`config.mk`:
```
export PLATFORM = sky130hd
export DESIGN_NAME = wb_reg_bank_param
export DESIGN_NICKNAME = d
export VERILOG_FILES = /design/src/rtl/wb_reg_bank_pkg.sv /design/src/rtl/wb_reg_bank_pipe_slave_if.sv /design/src/rtl/wb_reg_bank_param.sv
export SDC_FILE = /design/constraint.sdc
export NUM_CORES = 1
export LEC_CHECK = 0
export ABC_AREA = 1
export BUFFER_PORTS_ARGS = -buffer_cell sky130_fd_sc_hd__buf_2
export CORE_MARGIN = 2
export CORE_UTILIZATION = 50
export CTS_CLUSTER_DIAMETER = 150
export DETAILED_ROUTE_END_ITERATION = 10
export GPL_TIMING_DRIVEN = 0
export PLACE_DENSITY = 0.77
export SYNTH_ARGS = -nofsm -noshare
export SYNTH_HDL_FRONTEND = slang
export SYNTH_SLANG_ARGS = --single-unit
```
`constraint.sdc`:
```
create_clock -name clk_i -period 8.96 [get_ports clk_i]
set_clock_uncertainty 0.2 [all_clocks]
set_input_delay 1.792 -clock clk_i [delete_from_list [all_inputs] [get_ports clk_i]]
set_output_delay 1.792 -clock clk_i [all_outputs]
set_load 0.05 [all_outputs]
```
`src/rtl/wb_reg_bank_pkg.sv`:
```
// Shared types and helpers for the parametrised Wishbone register bank.
package wb_reg_bank_pkg;

    localparam int WB_DW   = 32;
    localparam int WB_SELW = 4;
    localparam int DEC_AW  = 16;

    typedef enum logic [1:0] {
        RESP_NONE = 2'd0,
        RESP_ACK  = 2'd1,
        RESP_ERR  = 2'd2
    } resp_e;

    typedef struct packed {
        logic              is_rw;
        logic              is_ro;
        logic [DEC_AW-1:0] index;
    } dec_t;

    // RW words sit at the bottom of the map, RO words directly above them.
    function automatic dec_t decode(input logic [DEC_AW-1:0] adr, input int num_rw, input int num_ro);
        dec_t d;
        d.is_rw = 1'b0;
        d.is_ro = 1'b0;
        d.index = {DEC_AW{1'b0}};
        if (int'(adr) < num_rw) begin
            d.is_rw = 1'b1;
            d.index = adr;
        end else if (int'(adr) < num_rw + num_ro) begin
            d.is_ro = 1'b1;
            d.index = adr - DEC_AW'(num_rw);
        end else begin
            d.index = {DEC_AW{1'b0}};
        end
        return d;
    endfunction

    function automatic logic [WB_DW-1:0] byte_merge(input logic [WB_DW-1:0] old_v,
                                                    input logic [WB_DW-1:0] new_v,
                                                    input logic [WB_SELW-1:0] sel);
        logic [WB_DW-1:0] r;
        for (int b = 0; b < WB_SELW; b++) begin
            r[8*b +: 8] = sel[b] ? new_v[8*b +: 8] : old_v[8*b +: 8];
        end
        return r;
    endfunction

endpackage

```
`src/rtl/wb_reg_bank_pipe_slave_if.sv`:
```
// Wishbone pipelined slave handshake: one outstanding request, read/write
// pending tracking, single-cycle ack/err pulses gated by wb_cyc_i.
module wb_pipe_slave_if
    import wb_reg_bank_pkg::*;
(
    input  logic       clk_i,
    input  logic       rst_i,
    input  logic       wb_cyc_i,
    input  logic       wb_stb_i,
    input  logic       wb_we_i,
    input  logic [1:0] rd_resp,
    input  logic [1:0] wr_resp,
    output logic       rd_req,
    output logic       wr_req,
    output logic       wr_commit,
    output logic       wb_ack_o,
    output logic       wb_err_o,
    output logic       wb_stall_o
);

    logic       rip_r;
    logic       wip_r;
    logic       wr_term_r;
    logic [1:0] resp_r;
    logic       accept_s;

    assign accept_s  = wb_cyc_i & wb_stb_i & ~rip_r & ~wip_r;
    assign rd_req    = accept_s & ~wb_we_i;
    assign wr_req    = accept_s & wb_we_i;
    assign wr_commit = wip_r & ~wr_term_r;

    // Pending flags span up to and including the termination cycle.
    always_ff @(posedge clk_i or posedge rst_i) begin
        if (rst_i) begin
            rip_r     <= 1'b0;
            wip_r     <= 1'b0;
            wr_term_r <= 1'b0;
            resp_r    <= RESP_NONE;
        end else begin
            rip_r     <= rd_req;
            wip_r     <= wr_req | (wip_r & ~wr_term_r);
            wr_term_r <= wr_commit;
            if (rd_req) begin
                resp_r <= rd_resp;
            end else if (wr_commit) begin
                resp_r <= wr_resp;
            end else begin
                resp_r <= RESP_NONE;
            end
        end
    end

    assign wb_ack_o   = wb_cyc_i & (resp_r == RESP_ACK);
    assign wb_err_o   = wb_cyc_i & (resp_r == RESP_ERR);
    assign wb_stall_o = wb_cyc_i & wb_stb_i & ~(wb_ack_o | wb_err_o);

endmodule

```
`src/rtl/wb_reg_bank_param.sv`:
```
// Parametrised Wishbone register bank: NUM_RW control words with byte-lane
// writes, NUM_RO status words, per-register strobes and optional bus error.
module wb_reg_bank_param
    import wb_reg_bank_pkg::*;
#(
    parameter int                  NUM_RW          = 4,
    parameter int                  NUM_RO          = 2,
    parameter int                  ADR_WIDTH       = 4,
    parameter logic [NUM_RW*32-1:0] RW_RESET       = {NUM_RW*32{1'b0}},
    parameter bit                  ERR_ON_UNMAPPED = 1'b1,
    localparam int                 RO_W            = (NUM_RO > 0) ? NUM_RO : 1
) (
    input  logic                  clk_i,
    input  logic                  rst_i,
    input  logic                  wb_cyc_i,
    input  logic                  wb_stb_i,
    input  logic [ADR_WIDTH-1:0]  wb_adr_i,
    input  logic [3:0]            wb_sel_i,
    input  logic                  wb_we_i,
    input  logic [31:0]           wb_dat_i,
    output logic                  wb_ack_o,
    output logic                  wb_err_o,
    output logic                  wb_rty_o,
    output logic                  wb_stall_o,
    output logic [31:0]           wb_dat_o,
    output logic [NUM_RW*32-1:0]  rw_o,
    output logic [NUM_RW-1:0]     rw_wr_o,
    input  logic [RO_W*32-1:0]    ro_i,
    output logic [RO_W-1:0]       ro_rd_o
);

    if (NUM_RW < 1 || NUM_RO < 0 || ADR_WIDTH > DEC_AW || NUM_RW + NUM_RO > 2**ADR_WIDTH) begin : g_param_check
        $error("wb_reg_bank_param: illegal NUM_RW/NUM_RO/ADR_WIDTH combination");
    end

    dec_t                 dec_s;
    logic [31:0]          rd_data_s;
    logic [1:0]           miss_resp_s;
    logic [1:0]           rd_resp_s;
    logic [1:0]           wr_resp_s;
    logic                 rd_req_s;
    logic                 wr_req_s;
    logic                 wr_commit_s;
    logic                 wr_hit_r;
    logic [DEC_AW-1:0]    wr_idx_r;
    logic [31:0]          wr_dat_r;
    logic [3:0]           wr_sel_r;
    logic [NUM_RW*32-1:0] rw_r;
    logic [NUM_RW-1:0]    rw_wr_r;
    logic [RO_W-1:0]      ro_rd_r;
    logic [31:0]          dat_r;

    assign dec_s       = decode(DEC_AW'(wb_adr_i), NUM_RW, NUM_RO);
    assign miss_resp_s = ERR_ON_UNMAPPED ? RESP_ERR : RESP_ACK;
    assign rd_resp_s   = (dec_s.is_rw | dec_s.is_ro) ? RESP_ACK : miss_resp_s;
    // A zero-sel write to an RW word is still a legal access and gets ack.
    assign wr_resp_s   = wr_hit_r ? RESP_ACK : miss_resp_s;

    // Read mux; unmapped addresses read as zero.
    always_comb begin
        rd_data_s = 32'h0000_0000;
        for (int k = 0; k < NUM_RW; k++) begin
            rd_data_s = rd_data_s | ({32{dec_s.is_rw && dec_s.index == DEC_AW'(k)}} & rw_r[k*32 +: 32]);
        end
        for (int k = 0; k < NUM_RO; k++) begin
            rd_data_s = rd_data_s | ({32{dec_s.is_ro && dec_s.index == DEC_AW'(k)}} & ro_i[k*32 +: 32]);
        end
    end

    wb_pipe_slave_if u_pipe (
        .clk_i      (clk_i),
        .rst_i      (rst_i),
        .wb_cyc_i   (wb_cyc_i),
        .wb_stb_i   (wb_stb_i),
        .wb_we_i    (wb_we_i),
        .rd_resp    (rd_resp_s),
        .wr_resp    (wr_resp_s),
        .rd_req     (rd_req_s),
        .wr_req     (wr_req_s),
        .wr_commit  (wr_commit_s),
        .wb_ack_o   (wb_ack_o),
        .wb_err_o   (wb_err_o),
        .wb_stall_o (wb_stall_o)
    );

    // Read data capture and RO read strobes, both visible in the cycle after acceptance.
    always_ff @(posedge clk_i or posedge rst_i) begin
        if (rst_i) begin
            dat_r   <= 32'h0000_0000;
            ro_rd_r <= {RO_W{1'b0}};
        end else begin
            if (rd_req_s) begin
                dat_r <= rd_data_s;
            end
            for (int k = 0; k < RO_W; k++) begin
                ro_rd_r[k] <= rd_req_s & dec_s.is_ro & (dec_s.index == DEC_AW'(k));
            end
        end
    end

    // Write capture on acceptance, commit one cycle later.
    always_ff @(posedge clk_i or posedge rst_i) begin
        if (rst_i) begin
            wr_hit_r <= 1'b0;
            wr_idx_r <= {DEC_AW{1'b0}};
            wr_dat_r <= 32'h0000_0000;
            wr_sel_r <= 4'b0000;
            rw_r     <= RW_RESET;
            rw_wr_r  <= {NUM_RW{1'b0}};
        end else begin
            if (wr_req_s) begin
                wr_hit_r <= dec_s.is_rw;
                wr_idx_r <= dec_s.index;
                wr_dat_r <= wb_dat_i;
                wr_sel_r <= wb_sel_i;
            end
            for (int k = 0; k < NUM_RW; k++) begin
                if (wr_commit_s && wr_hit_r && wr_idx_r == DEC_AW'(k) && wr_sel_r != 4'b0000) begin
                    rw_r[k*32 +: 32] <= byte_merge(rw_r[k*32 +: 32], wr_dat_r, wr_sel_r);
                    rw_wr_r[k]       <= 1'b1;
                end else begin
                    rw_wr_r[k]       <= 1'b0;
                end
            end
        end
    end

    assign wb_rty_o = 1'b0;
    assign wb_dat_o = dat_r;
    assign rw_o     = rw_r;
    assign rw_wr_o  = rw_wr_r;
    assign ro_rd_o  = ro_rd_r;

endmodule

```
==> results of run 1 <==
layer usage:
metal | GRT usage, % | wire length (µm)
met5 | 0 | 0
met4 | 17.0 | 2290
met3 | 7.42 | 4100
met2 | 52.5 | 16600
met1 | 46.4 | 14700
layout make-up:
class                      count  area [µm²]
antenna                        3        7.51
sequential                   213        5330
buffer                        85         447
timing repair buffer         278        1410
tap                          270         338
clock inverter                10         136
clock buffer                  31         676
fill                        1790        7370
multi-input combinational    821        4190
inverter                      67         259
cells in the final DEF (no fill, tap or decap), drive strengths merged:
master,count
o22ai,1
nand3,75
dfrtp,213
a21oi,46
inv,66
bufinv,3
ha,2
buf,336
nor3,8
and3,1
nand2,248
mux2,6
nand4,130
diode,3
clkbuf,58
a21boi,22
nor2,119
clkinvlp,3
clkinv,5
o21ai,130
conb,1
or2,32
worst min path at each step:
stage | startpoint | endpoint | slack [ns] | cells after the start
global placement | u_pipe.wr_term_r | u_pipe.wr_term_r | 0.26 | 1
global route | u_pipe.wr_term_r | u_pipe.wr_term_r | 0.30 | 1
CTS | u_pipe.wr_term_r | u_pipe.wr_term_r | 0.29 | 1
detailed placement | u_pipe.wr_term_r | u_pipe.wr_term_r | 0.28 | 1
floorplan | u_pipe.wr_term_r | u_pipe.wr_term_r | 0.25 | 1
finish | u_pipe.wr_term_r | u_pipe.wr_term_r | 0.28 | 1
report_power, final:
part	total, W	internal, W	leakage, nW	switching (W)
logic	0.00221	0.000497	3.67	0.00171
clock network	0.00101	0.000615	0.394	0.000399
registers	0.00169	0.00134	2.75	0.000345
through the flow:
step | power (W) | area [µm²] | hold WS [ns] | setup WS, ns
6_report | 0.00491 | 12800 | 0.284 | 4.53
5_1_grt | 0.00510 | 12800 | 0.299 | 4.43
4_1_cts | 0.00488 | 12800 | 0.290 | 4.52
3_5_place_dp | 0.00388 | 12000 | 0.282 | 4.53
3_3_place_gp | 0.00383 | 11900 | 0.259 | -1.15
2_1_floorplan | 0.00320 | 10200 | 0.252 | 1.15
sequential cells by signal (all words and copies together), names as in the netlist:
signal / cells
ro_rd_o: 2
rw_o: 128
rw_wr_o: 4
u_pipe.resp_r: 2
u_pipe.rip_r: 1
u_pipe.wip_r: 1
u_pipe.wr_term_r: 1
wb_dat_o: 32
wr_dat_r: 32
wr_hit_r: 1
wr_idx_r: 5
wr_sel_r: 4
synthesized netlist by cell type (all sizes together):
| master | number | area share [%] |
|---|---|---|
| a21boi | 22 | 1.6 |
| a21oi | 46 | 2.3 |
| and3 | 1 | 0.061 |
| buf | 58 | 3.4 |
| clkbuf | 27 | 0.99 |
| clkinv | 1 | 0.037 |
| conb | 1 | 0.037 |
| dfrtp | 213 | 52 |
| ha | 2 | 0.24 |
| inv | 66 | 2.4 |
| mux2 | 6 | 0.66 |
| nand2 | 248 | 9.6 |
| nand3 | 75 | 3.8 |
| nand4 | 130 | 8.0 |
| nor2 | 119 | 4.5 |
| nor3 | 8 | 0.65 |
| o21ai | 130 | 7.6 |
| o22ai | 1 | 0.061 |
| or2 | 32 | 2.0 |
logic make-up after synthesis:
kind of cell	after synthesis	share of synthesized area [%]
flip-flops	213	52.2
adder cells (fa/ha/maj)	2	0.245
multiplexers	6	0.661
AND/OR/NAND/NOR	613	28.6
other	1	0.0367
AO/OA/AOI/OAI	199	11.5
buffers and inverters	152	6.83
critical path, cell delays in order:
cell,delay (ns)
buf_2,0.11
nand2_1,0.05
nor2_1,0.05
nor3_1,0.15
buf_2,0.28
==> implementation parameters, run 1 <==
Parameter                              Value

Critical path
  Largest fanout of any net on the critical path ... 3
  Sort of element at the end of the critical path ... output pin
  Signal arrival time at the worst endpoint ... 2.43 ns
  Worst path required time ... 6.97 ns
  CP startpoint kind ... input port
  Slack of the worst reg-to-reg path ... 6.17 ns
  Worst setup path end ... wb_stall_o
  Critical path class ... input port to output pin
  Beginning of the worst register-to-register path ... u_pipe.wip_r
  Worst r2r path cells ... 7
  Origin of the worst setup path ... wb_cyc_i
  Endpoint of the worst-slack reg-to-reg timing path ... wb_dat_o[22]

GRT
  Maximum number of pins on one net before global-route repair ... 135
  Total track usage ... 34.2%
  First-pass GRT wire length ... 56.7 mm
  Via count of the first global-routing pass ... 9928
  Overflow left after global routing ... 0
  Antenna violations before repair ... 3

Layout
  Filler-free cell count of the finished design ... 1778
  Area Overhead vs Synth ... 25.2%
  Fin nets ... 1600
  Core Util, Final ... 63.5%
  Share of cells above drive strength 1 ... 30.8%

Routing
  Avg Vias per Cell ... 5.90
  Number of routed nets with antenna violations ... 0
  Final Routed Wirelength ... 37.7 mm
  DRC violation count after routing ... 0
  Number of detailed-route iterations in the first pass ... 6
  Via count of the routed design ... 10500
  Routed length per placed instance ... 21.2 µm
  Iter 0 DRT Violations ... 1180

Placement
  Placed instance count ... 1734
  GP Congestion ... 0.950
  Sum of net half-perimeters after detailed placement ... 28.6 mm
  Number of I/O port buffers ... 277

Clock network
  Clock insertion delay at the later pin of the skew report ... 0.52 ns
  Clock sink count ... 213
  Number of gates resized after cts ... 0
  Post-CTS setup repair buffer count ... 0
  CTS Hold Buffers Added ... 0
  Clock root buffer ... clkbuf_16
  Clock-pin slew of the registers on the worst-case setup and hold paths ... 0.06 ns
  H-tree level count ... 1
  Deepest clock path buffer count ... 3
  Number of clock buffers inserted by TritonCTS ... 23
  TritonCTS clock tree ... built

Yosys
  Synthesized flop and latch total ... 213
  Net count of the mapped netlist ... 1297
  Mapped Area ... 10200 µm²
  Sequential element share of the synthesized area ... 52.2%
  Per-instance average area after synthesis ... 8.62 µm²
  Ys Warns ... 0
  Distinct cell type count of the synthesized netlist ... 31
  Synthesized instance count ... 1186

Die
  Chip width ... 147 µm
  Starting utilization of the core area ... 50.7%
  Area of the die ... 21600 µm²
  I/O pin cnt ... 279
  Vertical die dimension ... 147 µm
  Num rows ... 52
  Floorplan Core Area ... 20200 µm²

Power
  Worst IR drop on VDD ... 205 µV
  Pwr/cell area ... 384 nW/µm²
  Static leakage power ... 6.82 nW

Timing
  Crit path time final ... 4.43 ns
  Fmax ... 0.226 GHz
  Count of endpoints failing hold in the final timing report ... 0
  Number of max-slew violations in the final report ... 0
  Number of failing setup endpoints in the final timing report ... 0
  Portion of the clock cycle consumed by the worst path in the final layout ... 49.4%
  Pin slew with the least headroom to its limit ... 0.813 ns
  RSZ-0062 raised after global routing ... false
  Worst max-slew margin expressed relative to the limit ... 45.6%
  Total negative setup slack ... 0 ns

Outcome
  Result of the run ... completed

Min path
  Hold Path Class ... flop to flop

Flow run
  Reported max-cap violation count ... 0
No activity file was read; power rests on OpenSTA's default activity.
==> inputs of run 2 (changes only) <==
- ABC_AREA: 1 -> 0
- CORE_UTILIZATION: 50 -> 47
- PLACE_DENSITY: 0.77 -> 0.76
- clock period: 8.96 -> 3.75 ns (I/O delays scaled with it)
==> run 2 against run 1 <==
  * Power rose by 100%
  * Largest power group unchanged
  * Clock-buffer cell count rose by 3
  * Critical path depth rose by 4
  * Via count fell by 31%
  * Non-clock buffer count fell by 38
==> implementation parameters, run 2 <==
Parameter                              Value

Power
  Combinational Power Share ... 39.8%
  Net switching fraction of the power ... 43.7%
  Proportion of power drawn by the clock network ... 23.1%
  Worst IR drop on VDD ... 596 µV
  Static leakage power ... 6.37 nW
  Net switching power ... 0.00433 W
  Internal cell power ... 0.00558 W
  Register share of total power ... 37.1%
  Pwr/cell area ... 813 nW/µm²

Yosys
  Synthesized flop and latch total ... 213
  Top cells by count, synth ... 213 x dfrtp_1, 207 x mux2_2, 61 x nor2_1
  Proportion of synthesized flip-flops having asynchronous set or reset ... 100%
  Top cells by area in the synthesized netlist ... dfrtp_1 56%, mux2_2 24%, nor2_1 2.4%
  Distinct cell type count of the synthesized netlist ... 41
  Predominant post-synthesis flop cell ... dfrtp_1
  Net count of the mapped netlist ... 829
  Area leader, netlist ... dfrtp_1
  Share of Yosys cell area claimed by the top area cell type ... 55.5%
  Ys Warns ... 0
  Sequential element share of the synthesized area ... 55.5%
  Per-instance average area after synthesis ... 13.4 µm²
  Mapped Area ... 9600 µm²
  Synthesized instance count ... 718
  Number of enable flip-flop cells after synthesis ... 0
  Most used standard cell by instance count after synthesis ... dfrtp_1

Clock network
  Post-CTS setup repair buffer count ... 0
  Clock insertion delay at the later pin of the skew report ... 0.50 ns
  CTS Hold Buffers Added ... 0
  Clock sink count ... 213
  Clock root buffer ... clkbuf_16
  H-tree level count ... 1
  Number of gates resized after cts ... 0
  TritonCTS clock tree ... built
  Number of clock buffers inserted by TritonCTS ... 23
  Deepest clock path buffer count ... 3
  Clock-pin slew of the registers on the worst-case setup and hold paths ... 0.06 ns

Critical path
  Endpoint of the worst-slack reg-to-reg timing path ... wb_dat_o[25]
  Critical path class ... input port to flop
  Beginning of the worst register-to-register path ... u_pipe.wip_r
  Slack of the worst reg-to-reg path ... 1.22 ns
  Largest stage delay, worst path ... 0.80 ns
  Signal arrival time at the worst endpoint ... 3.27 ns
  Sort of element at the end of the critical path ... flop
  Worst r2r path cells ... 6
  CP startpoint kind ... input port
  Cell breakdown of the critical path ... buf_2 -> inv_1 -> ha_1 -> buf_2 -> nor3b_1 -> and3_1 -> clkbuf_1 -> a21oi_1 -> a21oi_1
  Largest fanout of any net on the critical path ... 10
  Slowest cell on crit path ... nor3b_1
  Worst path required time ... 3.97 ns

GRT
  Fraction of met2 tracks used by global routing ... 43.9%
  Global-route met3 utilization ... 5.56%
  Antenna violations before repair ... 2
  Via count of the first global-routing pass ... 7345
  Met1 GRT Util ... 34.9%
  Overflow left after global routing ... 0
  First-pass GRT wire length ... 43.6 mm
  Maximum number of pins on one net before global-route repair ... 44
  Most congested layer reported by global routing ... met2
  Total track usage ... 26.4%

Placement
  Number of I/O port buffers ... 276
  GP Congestion ... 0.846
  Sum of net half-perimeters after detailed placement ... 20.6 mm
  Setup WS pre-CTS ... 0.276 ns

Die
  Vertical die dimension ... 147 µm
  Num rows ... 52
  Area of the die ... 21600 µm²
  Chip width ... 147 µm
  Starting utilization of the core area ... 47.6%
  Floorplan Core Area ... 20200 µm²
  I/O pin cnt ... 279

Layout
  Share of cells above drive strength 1 ... 55.5%
  Fillers ... 1625
  Number of flip-flops under the largest register name ... 128
  Most used cells in the layout excluding fill and tap cells ... 295 x buf_2, 213 x dfrtp_1, 207 x mux2_2, 61 x nor2_1, 44 x a21oi_1
  Most common cell after layout, fill and taps aside ... buf_2
  Core Util, Final ... 60.5%
  Area Overhead vs Synth ... 27.0%
  Fin nets ... 1135

Timing
  Fmax ... 0.327 GHz
  Pin slew with the least headroom to its limit ... 1.04 ns
  Number of failing setup endpoints in the final timing report ... 0
  RSZ-0062 raised after global routing ... false
  Count of endpoints failing hold in the final timing report ... 0
  Portion of the clock cycle consumed by the worst path in the final layout ... 81.5%
  Number of max-slew violations in the final report ... 0
  Setup slack after layout ... 0.695 ns
  Crit path time final ... 3.06 ns
  Worst max-slew margin expressed relative to the limit ... 30.5%

Routing
  Final Routed Wirelength ... 28.8 mm
  DRC violation count after routing ... 0
  Iter 0 DRT Violations ... 410
  Number of detailed-route iterations in the first pass ... 5
  Via count of the routed design ... 7217
  Avg Vias per Cell ... 5.50
  Number of routed nets with antenna violations ... 0
  Routed length per placed instance ... 22.0 µm

Outcome
  Result of the run ... completed

Flow run
  Reported max-cap violation count ... 0

Min path
  Hold Path Class ... input port to async pin
==> run 2: cell types whose count changed after synthesis, sizes merged, moves of 21 or more <==
cell	delta
nand2	-226
mux2	+201
nand4	-130
o21ai	-127
nand3	-71
nor2	-58
inv	-56
or2	-32
buf	-29
a21boi	-22
a221oi	+21
==> run 2: final cells by class <==
class	count	area, µm²	share of cell area, %
Buffer	44	234	1.92
Timing Repair Buffer	281	1480	12.1
Multi-Input combinational cell	451	4000	32.8
Clock inverter	7	91.3	0.749
Inverter	10	41.3	0.339
Antenna cell	2	5.00	0.0410
Tap cell	270	338	2.77
Sequential cell	213	5330	43.7
Clock buffer	34	677	5.55
==> run 2: power groups by stage <==
stage          Combinational [W]  Sequential, W  Clock [W]
2_1_floorplan            0.00114        0.00542          0
3_3_place_gp             0.00388        0.00366          0
3_5_place_dp             0.00396        0.00369          0
4_1_cts                  0.00397        0.00366    0.00233
5_1_grt                  0.00413        0.00379    0.00243
6_report                 0.00395        0.00368    0.00229
==> run 2: worst max path at each step <==
stage,from,end,slack [ns],cells after the start
2_1_floorplan,rst_i,ro_rd_o[0],0.03,1
3_3_place_gp,rst_i,rw_o[92],-1.29,2
3_5_place_dp,wb_adr_i[2],wb_dat_o[22],0.28,9
4_1_cts,wb_adr_i[2],wb_dat_o[22],0.80,9
5_1_grt,wb_adr_i[3],wb_dat_o[22],0.59,9
6_report,wb_adr_i[2],wb_dat_o[25],0.69,9
==> run 2: critical path, delay by kind of cell <==
kind                       cells  cell delay, ns
adders and majority gates      1            0.13
AOI/OAI and AO/OA              2            0.34
and+or+nand+nor                2            1.08
buffers and inverters          4            0.97
==> run 2: kinds of logic after synthesis <==
kind of cell / synth area share, %
muxes: 26.8
and+or+nand+nor: 6.73
other: 0.0391
buffers and inverters: 2.83
DFF: 55.5
adders and majority gates: 0.261
AOI/OAI and AO/OA: 7.68
xor gates and xnor gates: 0.0913
==> run 2: metrics by stage <==
stage / std cells / power (W) / hold WS, ns / TNS (ns) / instance area (µm²)
5_1_grt: 1312 / 0.0103 / 0.262 / 0 / 12200
6_report: 1312 / 0.00991 / 0.226 / 0 / 12200
2_1_floorplan: 718 / 0.00655 / 0.270 / 0 / 9600
3_3_place_gp: 1264 / 0.00755 / 0.288 / -269.23 / 11300
3_5_place_dp: 1269 / 0.00765 / 0.293 / 0 / 11400
4_1_cts: 1310 / 0.00996 / 0.248 / 0 / 12200
==> run 2: metal layers <==
layer / routed length, µm / vias to the layer above
li1: - / 3237
met1: 11800 / 3625
met2: 14000 / 285
met3: 1870 / 70
met4: 1040 / 0
met5: 0 / -
==> inputs of run 3 (changes only) <==
- CORE_UTILIZATION: 47 -> 50
- PLACE_DENSITY: 0.76 -> 0.77
- clock period: 3.75 -> 3 ns (I/O delays scaled with it)
==> run 3 against run 2 <==
  * Power up 23%
  * Largest power group unchanged
  * Final cell count down 2.9%
  * Die area down 5.8%
  * Via count up 2.1%
==> implementation parameters, run 3 (synthesis results as in run 2) <==
Parameter                              Value

Power
  Static leakage power ... 6.36 nW
  Pwr/cell area ... 1010 nW/µm²
  Worst IR drop on VDD ... 699 µV

Outcome
  Result of the run ... completed

Routing
  Number of detailed-route iterations in the first pass ... 4
  Iter 0 DRT Violations ... 435
  Number of routed nets with antenna violations ... 0
  Avg Vias per Cell ... 5.79
  DRC violation count after routing ... 0
  Final Routed Wirelength ... 29.0 mm
  Via count of the routed design ... 7372
  Routed length per placed instance ... 22.8 µm

Layout
  Number of flip-flops under the largest register name ... 128
  Area Overhead vs Synth ... 26.2%
  Final design instance area without fill ... 12100 µm²
  Share of cells above drive strength 1 ... 55.6%
  Most common cell after layout, fill and taps aside ... buf_2
  Fillers ... 1442
  Fin nets ... 1136
  Most used cells in the layout excluding fill and tap cells ... 295 x buf_2, 213 x dfrtp_1, 207 x mux2_2, 61 x nor2_1, 44 x a21oi_1
  Filler-free cell count of the finished design ... 1274

Critical path
  Cell breakdown of the critical path ... buf_2 -> inv_1 -> ha_1 -> buf_2 -> and3b_1 -> and2_1 -> clkbuf_1 -> clkbuf_1 -> a221oi_1 -> a21oi_1
  Largest fanout of any net on the critical path ... 10
  Largest stage delay, worst path ... 0.58 ns
  Slowest cell on crit path ... clkbuf_1
  Signal arrival time at the worst endpoint ... 2.85 ns
  Count of buffering cells on the critical path with inverters included ... 5
  CP startpoint kind ... input port
  Worst path top cell family by delay ... buffers and inverters
  Critical path class ... input port to flop
  Sort of element at the end of the critical path ... flop
  Worst path required time ... 3.22 ns

Clock network
  Clock insertion delay at the later pin of the skew report ... 0.50 ns
  H-tree level count ... 1
  TritonCTS clock tree ... built
  Clock sink count ... 213
  Clock-pin slew of the registers on the worst-case setup and hold paths ... 0.06 ns
  Post-CTS setup repair buffer count ... 0
  Deepest clock path buffer count ... 3
  Number of clock buffers inserted by TritonCTS ... 22
  Clock root buffer ... clkbuf_16

Timing
  Portion of the clock cycle consumed by the worst path in the final layout ... 87.7%
  RSZ-0062 raised after global routing ... false
  Number of max-slew violations in the final report ... 0
  Number of failing setup endpoints in the final timing report ... 0
  Count of endpoints failing hold in the final timing report ... 0
  Fmax ... 0.380 GHz
  Worst max-slew margin expressed relative to the limit ... 40.7%
  Pin slew with the least headroom to its limit ... 0.889 ns
  Crit path time final ... 2.63 ns

Placement
  Standard cell area after detailed placement ... 11400 µm²
  Sum of net half-perimeters after detailed placement ... 20.8 mm
  GP Congestion ... 0.830
  Number of I/O port buffers ... 276
  Placed instance count ... 1234

GRT
  Overflow left after global routing ... 0
  Maximum number of pins on one net before global-route repair ... 45
  First-pass GRT wire length ... 43.0 mm
  Total track usage ... 28.2%
  Antenna violations before repair ... 1
  Via count of the first global-routing pass ... 7416

Min path
  Hold Path Class ... input port to flop

Die
  Chip width ... 143 µm
  Floorplan Core Area ... 18800 µm²
  Num rows ... 50
  Area of the die ... 20300 µm²
  Vertical die dimension ... 143 µm
  I/O pin cnt ... 279
  Starting utilization of the core area ... 51.1%

Flow run
  Reported max-cap violation count ... 0
## run 3: cell type report
| class | instances | area [µm²] | share of cell area (%) |
|---|---|---|---|
| Sequential cell | 213 | 5330 | 44.0 |
| Clock inverter | 8 | 65.1 | 0.537 |
| Clock buffer | 29 | 628 | 5.18 |
| Inverter | 10 | 41.3 | 0.341 |
| Timing Repair Buffer | 283 | 1520 | 12.5 |
| Multi-Input combinational cell | 451 | 4000 | 33.0 |
| Buffer | 44 | 234 | 1.93 |
| Tap cell | 234 | 293 | 2.42 |
| Antenna cell | 2 | 5.00 | 0.0413 |
## run 3: worst paths after layout
path | startpoint | end | slack (ns) | cells after the start
max | wb_adr_i[3] | wb_dat_o[22] | 0.37 | 10
min | wb_dat_i[14] | wr_dat_r[14] | 0.13 | 2
max reg2reg | u_pipe.wip_r | wb_dat_o[10] | 0.55 | 6
min reg2reg | wb_dat_o[7] | wb_dat_o[7] | 0.31 | 1
max in group asynchronous | rst_i | rw_o[26] | 1.12 | 6
min in group asynchronous | rst_i | wb_dat_o[18] | 0.54 | 3
## run 3: metrics by stage
stage | hold slack [ns] | worst slack, ns | setup TNS, ns | util [%] | total power (W)
floorplan | 0.270 | -0.570 | -121.45 | - | 0.00819
finish | 0.127 | 0.369 | 0 | 64.6 | 0.0122
CTS | 0.114 | 0.244 | 0 | 64.5 | 0.0122
global route | 0.121 | 0.295 | 0 | 64.5 | 0.0127
detailed placement | 0.298 | -0.251 | -3.11 | 60.8 | 0.00957
global placement | 0.287 | -1.87 | -396.71 | 60.1 | 0.00943
## run 3: per-layer routing
layer  up-vias  wire length, µm  global-route usage, %
met4         0              877                   8.75
met1      3730            11400                   35.7
met3        54             2590                   7.50
li1       3239                -                      -
met2       349            14200                   47.6
met5         -                0                      0
## run 3: where the power goes
| part | leakage [nW] | switching, W | internal, W |
|---|---|---|---|
| sequential | 2.79 | 0.000781 | 0.00382 |
| clock | 0.350 | 0.00110 | 0.00155 |
| combinational | 3.21 | 0.00351 | 0.00143 |
## run 3: what timing repair did
item,CTS,global route
gates resized for setup,0,1
setup endpoints to repair,0,1
hold buffers,1,0
hold endpoints to repair,19,0
